===== src/rtl/par2ser_pkg.sv =====
// Shared types and constants for the parallel-to-serial transmitter.
package par2ser_pkg;
  typedef enum logic [1:0] {IDLE, SHIFT, GAP} p2s_state_t;
  localparam int GAP_CNT_W = 4;
endpackage


===== src/rtl/par2ser_tx_piso_shreg.sv =====
// Loadable shift register; sout is the register's output-end flop, so it is registered.
module piso_shreg #(
  parameter int W         = 8,
  parameter bit MSB_FIRST = 1'b0
) (
  input  logic         clk,
  input  logic         reset,
  input  logic         load,
  input  logic         shift,
  input  logic [W-1:0] din,
  output logic         sout
);
  logic [W-1:0] sh_q, sh_d;

  // Zeros fill in from the far end, so the register is empty after W shifts.
  always_comb begin
    sh_d = sh_q;
    if (load)
      sh_d = din;
    else if (shift)
      sh_d = MSB_FIRST ? {sh_q[W-2:0], 1'b0} : {1'b0, sh_q[W-1:1]};
  end

  always_ff @(posedge clk) begin
    if (reset) sh_q <= '0;
    else       sh_q <= sh_d;
  end

  assign sout = MSB_FIRST ? sh_q[W-1] : sh_q[0];
endmodule


===== src/rtl/par2ser_tx.sv =====
// Parallel-to-serial transmitter: valid/ready word in, one bit per clock out, optional idle gap.
module par2ser_tx
  import par2ser_pkg::*;
#(
  parameter int DATA_W     = 8,
  parameter bit MSB_FIRST  = 1'b0,
  parameter int GAP_CYCLES = 1
) (
  input  logic              clk,
  input  logic              reset,
  input  logic [DATA_W-1:0] data_i,
  input  logic              data_valid_i,
  output logic              data_ready_o,
  output logic              ser_o,
  output logic              ser_valid_o,
  output logic              ser_last_o,
  output logic              busy_o
);
  localparam int CNT_W = $clog2(DATA_W);
  localparam logic [CNT_W-1:0]     CNT_LOAD = CNT_W'(DATA_W - 1);
  localparam logic [GAP_CNT_W-1:0] GAP_LOAD =
    GAP_CNT_W'((GAP_CYCLES > 0) ? (GAP_CYCLES - 1) : 0);

  p2s_state_t           state_q, state_d;
  logic [CNT_W-1:0]     bit_cnt_q, bit_cnt_d;
  logic [GAP_CNT_W-1:0] gap_cnt_q, gap_cnt_d;
  logic                 ready_q, ready_d;
  logic                 valid_q, valid_d;
  logic                 last_q, last_d;
  logic                 busy_q, busy_d;
  logic                 accept;
  logic                 shift_en;

  assign accept   = (state_q == IDLE) && data_valid_i && ready_q;
  assign shift_en = (state_q == SHIFT);

  always_comb begin
    state_d   = state_q;
    bit_cnt_d = bit_cnt_q;
    gap_cnt_d = gap_cnt_q;
    ready_d   = ready_q;
    valid_d   = valid_q;
    last_d    = last_q;
    case (state_q)
      IDLE: begin
        if (accept) begin
          state_d   = SHIFT;
          bit_cnt_d = CNT_LOAD;
          ready_d   = 1'b0;
          valid_d   = 1'b1;
          last_d    = 1'b0;
        end
      end
      SHIFT: begin
        // bit_cnt_q == 0 means the final bit is on ser_o this cycle.
        if (bit_cnt_q != '0) begin
          bit_cnt_d = bit_cnt_q - 1'b1;
          last_d    = (bit_cnt_q == CNT_W'(1));
        end else begin
          valid_d = 1'b0;
          last_d  = 1'b0;
          if (GAP_CYCLES > 0) begin
            state_d   = GAP;
            gap_cnt_d = GAP_LOAD;
          end else begin
            state_d = IDLE;
            ready_d = 1'b1;
          end
        end
      end
      GAP: begin
        if (gap_cnt_q == '0) begin
          state_d = IDLE;
          ready_d = 1'b1;
        end else begin
          gap_cnt_d = gap_cnt_q - 1'b1;
        end
      end
      default: begin
        state_d = IDLE;
        ready_d = 1'b1;
        valid_d = 1'b0;
        last_d  = 1'b0;
      end
    endcase
    busy_d = (state_d != IDLE);
  end

  always_ff @(posedge clk) begin
    if (reset) begin
      state_q   <= IDLE;
      bit_cnt_q <= '0;
      gap_cnt_q <= '0;
      ready_q   <= 1'b1;
      valid_q   <= 1'b0;
      last_q    <= 1'b0;
      busy_q    <= 1'b0;
    end else begin
      state_q   <= state_d;
      bit_cnt_q <= bit_cnt_d;
      gap_cnt_q <= gap_cnt_d;
      ready_q   <= ready_d;
      valid_q   <= valid_d;
      last_q    <= last_d;
      busy_q    <= busy_d;
    end
  end

  piso_shreg #(.W(DATA_W), .MSB_FIRST(MSB_FIRST)) u_shreg (
    .clk   (clk),
    .reset (reset),
    .load  (accept),
    .shift (shift_en),
    .din   (data_i),
    .sout  (ser_o)
  );

  assign data_ready_o = ready_q;
  assign ser_valid_o  = valid_q;
  assign ser_last_o   = last_q;
  assign busy_o       = busy_q;
endmodule

===== config.mk =====
export PLATFORM = sky130hd
export DESIGN_NAME = par2ser_tx
export DESIGN_NICKNAME = d
export VERILOG_FILES = /design/src/rtl/par2ser_pkg.sv /design/src/rtl/par2ser_tx_piso_shreg.sv /design/src/rtl/par2ser_tx.sv
export SDC_FILE = /design/constraint.sdc
export NUM_CORES = 1
export LEC_CHECK = 0
export CAP_MARGIN = 5
export CORE_ASPECT_RATIO = 0.5
export CORE_UTILIZATION = 40
export DETAILED_ROUTE_END_ITERATION = 6
export HOLD_SLACK_MARGIN = 0.1
export PLACE_DENSITY = 0.7
export SLEW_MARGIN = 10
export SYNTH_ARGS = -nofsm -noshare
export SYNTH_HDL_FRONTEND = slang
export SYNTH_SLANG_ARGS = --single-unit

===== constraint.sdc =====
create_clock -name clk -period 1.6 [get_ports clk]
set_input_delay 0.32 -clock clk [delete_from_list [all_inputs] [get_ports clk]]
set_output_delay 0.32 -clock clk [all_outputs]
set_load 0.01 [all_outputs]

==> results of run 1 <==
power breakdown:
group | leakage, nW | internal (mW) | switching (mW)
Sequential | 0.174 | 0.630 | 0.0799
Combinational | 0.405 | 0.456 | 0.454
Clock | 0.0255 | 0.174 | 0.183
Total | 0.604 | 1.26 | 0.717
layout by cell type (no fill, tap or decap), types with 2 or more instances in the layout:
master / instances
clkdlybuf4s50_1: 15
dfxtp_2: 4
inv_1: 5
nand2_1: 4
a211oi_1: 9
dfxtp_1: 17
ha_2: 2
or2_2: 2
clkbuf_8: 3
nand2b_1: 2
o21ai_0: 3
nor3_1: 3
nor2b_1: 2
a21oi_1: 7
nor2_1: 13
ha_4: 3
ha_1: 3
inv_2: 5
nand3_1: 2
buf_4: 18
mux2i_1: 7
cells by family (layout without fill, tap and decap cells):
family,count (synthesis),in the layout,synth area share
adder cells (fa/ha/maj),8,8,0.08959
buffers and inverters,15,47,0.05263
flip-flops,21,21,0.3763
AO/OA/AOI/OAI,32,32,0.2273
AND/OR/NAND/NOR,39,39,0.1915
multiplexers,7,7,0.06271
per-layer routing:
layer,track usage,part of all wire
met3,0.04884,0.029
met1,0.2178,0.49
met4,0.04327,0.0071
met5,0,0
met2,0.2813,0.47
metrics by stage:
stage          cells  setup TNS, ns  total power [mW]  hold slack [ns]  area [µm²]
6_report         191       -0.01084             1.977           0.4838        1580
5_1_grt          191        -0.1336             2.090           0.5144        1580
4_1_cts          191      -0.004957             1.832           0.4880        1499
3_5_place_dp     186        -0.4959             1.469           0.4768        1420
3_3_place_gp     186        -0.2986             1.457           0.4600        1420
2_1_floorplan    122              0             1.181           0.3997        1117
how the worst max path moves through the flow:
stage / end / depth (start not counted)
2_1_floorplan: busy_o / 6
3_3_place_gp: ser_last_o / 4
3_5_place_dp: ser_last_o / 4
4_1_cts: busy_o / 6
5_1_grt: busy_o / 6
6_report: data_ready_o / 6
cell usage after synthesis (all sizes together):
cell type  instances  area (µm²)
nor2              14       52.55
o22ai              1       6.260
or4                1       7.510
clkbuf             2       7.510
o32ai              1       8.760
a21boi             1       18.77
nand4b             1       8.760
a21oi              9       48.80
o21ai              4       20.01
inv               10       37.53
mux2i              7       70.07
nand4              1       6.260
or3b               1       11.26
a2111oi            2       30.03
a221oi             1       15.01
and2b              1       8.760
and3b              1       8.760
or2                3       18.77
nor3               3       15.01
and4b              1       10.01
nor2b              2       12.51
dfxtp             21       420.4
o31a               1       8.760
a221o              1       10.01
a211oi            11       87.58
nand2              4       15.01
nand3              3       20.02
buf                3       13.76
nand2b             3       18.77
ha                 8       100.1
worst max-delay path: stages, from the launching register on:
cell	delay [ns]
dfxtp_2	0.33
inv_2	0.08
ha_4	0.14
or3b_4	0.42
a21oi_4	0.19
nand2_1	0.07
a221o_1	0.28
layout make-up:
class                   instances  area [µm²]  area share
multi-input cells              86       739.5      0.4679
flip-flops and latches         21       425.4      0.2692
repair buffers                 33       285.3      0.1805
well taps                      37       46.29     0.02930
clock buffers                   3       41.29     0.02613
inverters                      10       37.54     0.02375
clock inverters                 1       5.005    0.003167
registers in the layout, indices dropped and copies added (netlist names):
name,count
ser_valid_o,1
ser_last_o,1
state_q,2
u_shreg.sh_q,8
bit_cnt_q,3
busy_o,1
data_ready_o,1
gap_cnt_q,4
what timing repair did:
| action | 4_1_cts | 5_1_grt |
|---|---|---|
| pin swaps | 5 | 2 |
| cloned | 0 | 0 |
| setup endpoints to repair | 3 | 11 |
| buffers inserted | 1 | 0 |
| resized for setup | 8 | 17 |
| hold endpoints to repair | 0 | 0 |
==> reports/summary.txt, run 1 <==
crit share post-route - 1.005
Worst Skew - 0.001052 ns
Initial DRC Count - 37
GPL Wtd Cong - 0.8021
Total Routing Usage GR - 0.1688
Detailed Routing Iterations Pass 1 - 6
WP data required - 1.76 ns
diodes inserted - 0
Worst-Margin Slew - 0.3869 ns
die area - 0.003021 mm²
Avg WL per Cell - 13.92 µm
fmax - 622.0 MHz
Post-Syn Area per Cell - 9.158 µm²
Worst EP arrival - 1.76 ns
# clock sinks - 21
initial antenna violation count - 0
max-slew violations - 0
IO Count - 16
Root Driver - clkbuf_8
Worst R2R Start - gap_cnt_q[1]
R2R Setup Slk - -0.008 ns
Max-Cap Viols - 0
Netlist cell types - 37
final setup fails - 2
reg2reg end - data_ready_o
Post-Syn Instances - 122
Mapped Nets - 141
via/cell ratio - 5.115
WHS Path Cells - 2
Worst Setup Slack, final - -0.007720 ns
CTS tree - yes
worst min path class - reg -> reg
core area - 0.002619 mm²
pwr/cell area - 1251 mW/mm²
CP max FO - 3
reg2reg path depth - 6
LEAKAGE - 0.6041 nW
Setup crit start - gap_cnt_q[1]
Crit. End Element - flop
Rel. slew slack - 0.7412
failing checks - DRC, setup timing
DR DRC count - 1
Routed Antenna Nets - 0
vias in the first global route - 811
RSZ-0062 raised after global routing - yes
global-route wire length before repair - 3.795 mm
Hold Crit Start - ser_last_o
Vias - 977
Critical Path Start Type - flop
DIE WIDTH - 76.75 µm
final wirelength - 2.658 mm
chip height - 39.37 µm
Crit Path Class - reg -> reg
layout net count - 174
post-layout util - 0.6034
Hold Path End - ser_last_o
clock latency on the worst-skew pair - 0.26 ns
Synth Warn # - 0
Final Hold Vio Count - 0
fill count - 221
pre-CTS setup slack - -0.1016 ns
Seq/Total Area, Yosys - 0.3763
I/O Buffers - 15
area grow syn2layout - 41.43%
status - finished, violations left
FF+latch count, synth - 21
maximum vdd drop - 0.0007699 V
minimum clock period - 1.608 ns
layout cell share with drive strength beyond 1 - 0.3377
DP Wirelength - 1.833 mm
hold-fix buffers at CTS - 0
mapped cell area - 0.001117 mm²
Initial Util - 0.4267
Clk pin slew, worst setup/hold paths - 0.08 ns
H-tree Lvls - 1
Cell Rows - 13
deepest clock path buffer count - 2
remaining global-route overflow - 0
cts bufs inserted - 3
pin count of the biggest net entering global routing - 13
Power figures use the tool's default switching activity.
==> run 2: changes to the inputs <==
--- a/config.mk
+++ b/config.mk
@@ -5,6 +5,7 @@
 export SDC_FILE = /design/constraint.sdc
 export NUM_CORES = 1
 export LEC_CHECK = 0
+export ABC_AREA = 1
 export CAP_MARGIN = 5
 export CORE_ASPECT_RATIO = 0.5
 export CORE_UTILIZATION = 40
==> reports/summary.txt, run 2 <==
status - finished clean
global-route wire length before repair - 3.622 mm
clock latency on the worst-skew pair - 0.26 ns
Net Sw Frac - 0.4479
max-slew violations - 0
Post-Syn Area per Cell - 7.010 µm²
Vias - 1,030
CTS tree - yes
Avg WL per Cell - 10.36 µm
Biggest register - u_shreg.sh_q
diodes inserted - 0
ys async rst share - 0
most frequent cell after synthesis - nand2_1
Rel. slew slack - 0.8272
Bufs and invs on worst path - 1
# clock sinks - 21
slowest stage delay, CP - 0.54 ns
commonest cells in the netlist - 49 x nand2_1, 21 x dfxtp_1, 21 x inv_1
maximum vdd drop - 0.0006282 V
DR DRC count - 0
Root Driver - clkbuf_8
die area - 0.003142 mm²
area grow syn2layout - 20.54%
Worst Skew - 0.006229 ns
LEAKAGE - 0.6560 nW
vias in the first global route - 821
cts bufs inserted - 3
CP max FO - 4
Synth top area share - 0.3613
Net Switching - 1.199 mW
via/cell ratio - 4.661
Storage cell area - 422.9 µm²
Synth Warn # - 0
GPL Wtd Cong - 0.8100
fill count - 260
Crit Path Class - reg -> out
chip height - 40.14 µm
hold-fix buffers at CTS - 0
Mapped Nets - 185
Int Pwr - 1.478 mW
Routed Antenna Nets - 0
final setup fails - 0
logic gate share of total power - 0.550
top_reg_cell synth - dfxtp_1
IO Count - 16
CP max stage cell - clkdlybuf4s50_1
remaining global-route overflow - 0
layout net count - 204
Total Routing Usage GR - 0.1585
Initial DRC Count - 26
post-layout util - 0.5258
area leader, netlist - dfxtp_1
setup TNS - 0 ns
FF+latch count, synth - 21
Max-Cap Viols - 0
RSZ-0062 raised after global routing - no
Crit. End Element - primary output
core area - 0.002668 mm²
Final Hold Vio Count - 0
Detailed Routing Iterations Pass 1 - 4
mapped cell area - 0.001164 mm²
Worst EP arrival - 1.18 ns
minimum clock period - 1.497 ns
pwr/cell area - 1908 mW/mm²
top cells by area, synth - dfxtp_1 36%, nand2_1 16%, ha_1 8.6%
Post-CTS Setup Repair Bufs - 0
Worst-Margin Slew - 0.2591 ns
initial antenna violation count - 0
I/O Buffers - 15
cts repair resizes - 0
max reg flops - 8
fmax - 667.9 MHz
Initial Util - 0.4362
Final Non-Filler Cells - 221
crit share post-route - 0.9358
pin count of the biggest net entering global routing - 12
Critical Path Start Type - flop
most common cell after layout, fill and taps aside - nand2_1
DP Wirelength - 1.717 mm
Netlist cell types - 21
layout cell share with drive strength beyond 1 - 0.1250
worst min path class - reg -> reg
Sequential Power Share - 0.319
Multi-input gate area - 628.1 µm²
Seq/Total Area, Yosys - 0.3613
most frequent cells in the layout - 49 x nand2_1, 20 x inv_1, 19 x nand3_1, 19 x dfxtp_1, 15 x clkdlybuf4s50_1
final wirelength - 2.290 mm
deepest clock path buffer count - 2
H-tree Lvls - 1
Cell Rows - 13
Post-Syn Instances - 166
CP Cell Sequence - clkdlybuf4s50_1
Largest regs - u_shreg.sh_q x8, gap_cnt_q x4, bit_cnt_q x3
WP data required - 1.28 ns
kind of cell adding the most delay to the critical path - buffers and inverters
Clk pin slew, worst setup/hold paths - 0.07 ns
EDFF count, synth - 0
clock share of power - 0.131
Post-Place Cells - 217
DIE WIDTH - 78.28 µm
-- run 2: cell count changes after synthesis, moves of 3 or more --
cell and change:
nand2b_1 -3, inv_1 +12, a211oi_1 -10, a31oi_1 +7, nand3_2 +5, nand3_1 +17, nor3_1 -3, a21oi_1 -4
nand2_1 +45, nand2_2 +3, mux2i_1 -7
-- run 2: power by group through the flow --
stage | Combinational, mW | Clock, mW | Sequential [mW]
6_report | 1.47 | 0.350 | 0.855
5_1_grt | 1.67 | 0.389 | 0.879
4_1_cts | 1.48 | 0.361 | 0.849
3_5_place_dp | 1.47 | 0 | 0.859
3_3_place_gp | 1.43 | 0 | 0.853
2_1_floorplan | 1.12 | 0 | 0.850
-- run 2: worst reg2reg max path: stages (launching register included) --
cell and delay, ns:
dfxtp_2 0.39, inv_1 0.09, ha_1 0.26, inv_1 0.15, a21oi_2 0.07, nor2_1 0.19
o21a_1 0.15, nor2_1 0.04
-- run 2: logic make-up (layout without fill, tap and decap cells) --
group / after synthesis / in the layout / share of synthesized area
compound gates: 16 / 16 / 0.08495
fa+ha+maj: 8 / 8 / 0.08602
buf+inv: 27 / 45 / 0.09892
flops: 21 / 21 / 0.3613
simple gates: 94 / 94 / 0.3688
-- run 2: metal layers --
metal  part of all wire  vias to the layer above  GRT usage
li1                   -                      566          -
met1               0.52                      445     0.1944
met2               0.43                       17     0.2697
met3              0.038                        2    0.05455
met4             0.0083                        0    0.05556
met5                  0                        -          0
-- run 2: cell type report --
type                       count  area share
clock buffer                   4     0.03211
sequential                    21      0.3015
multi-input combinational    118      0.4478
timing repair buffer          18      0.1231
inverter                      23     0.06244
tap                           37     0.03301
-- run 2: stage by stage --
step	instance area [µm²]	setup slack (ns)	power [mW]	hold slack, ns
after floorplan	1164	0.2926	1.975	0.3894
after global placement	1355	0.1182	2.287	0.4544
after detailed placement	1355	0.1102	2.324	0.4591
after CTS	1400	0.01413	2.685	0.4692
after global routing	1403	0.05151	2.944	0.4827
final	1403	0.1027	2.676	0.4625
-- run 2: path summary, 6_finish.rpt --
kind | start | slack, ns | end | cells past startpoint
setup / recovery | data_ready_o | 0.10 | data_ready_o | 1
hold / removal | u_shreg.sh_q[7] | 0.46 | u_shreg.sh_q[7] | 2
setup reg to reg | state_q[0] | 0.17 | ser_last_o | 7
hold reg to reg | u_shreg.sh_q[7] | 0.46 | u_shreg.sh_q[7] | 2
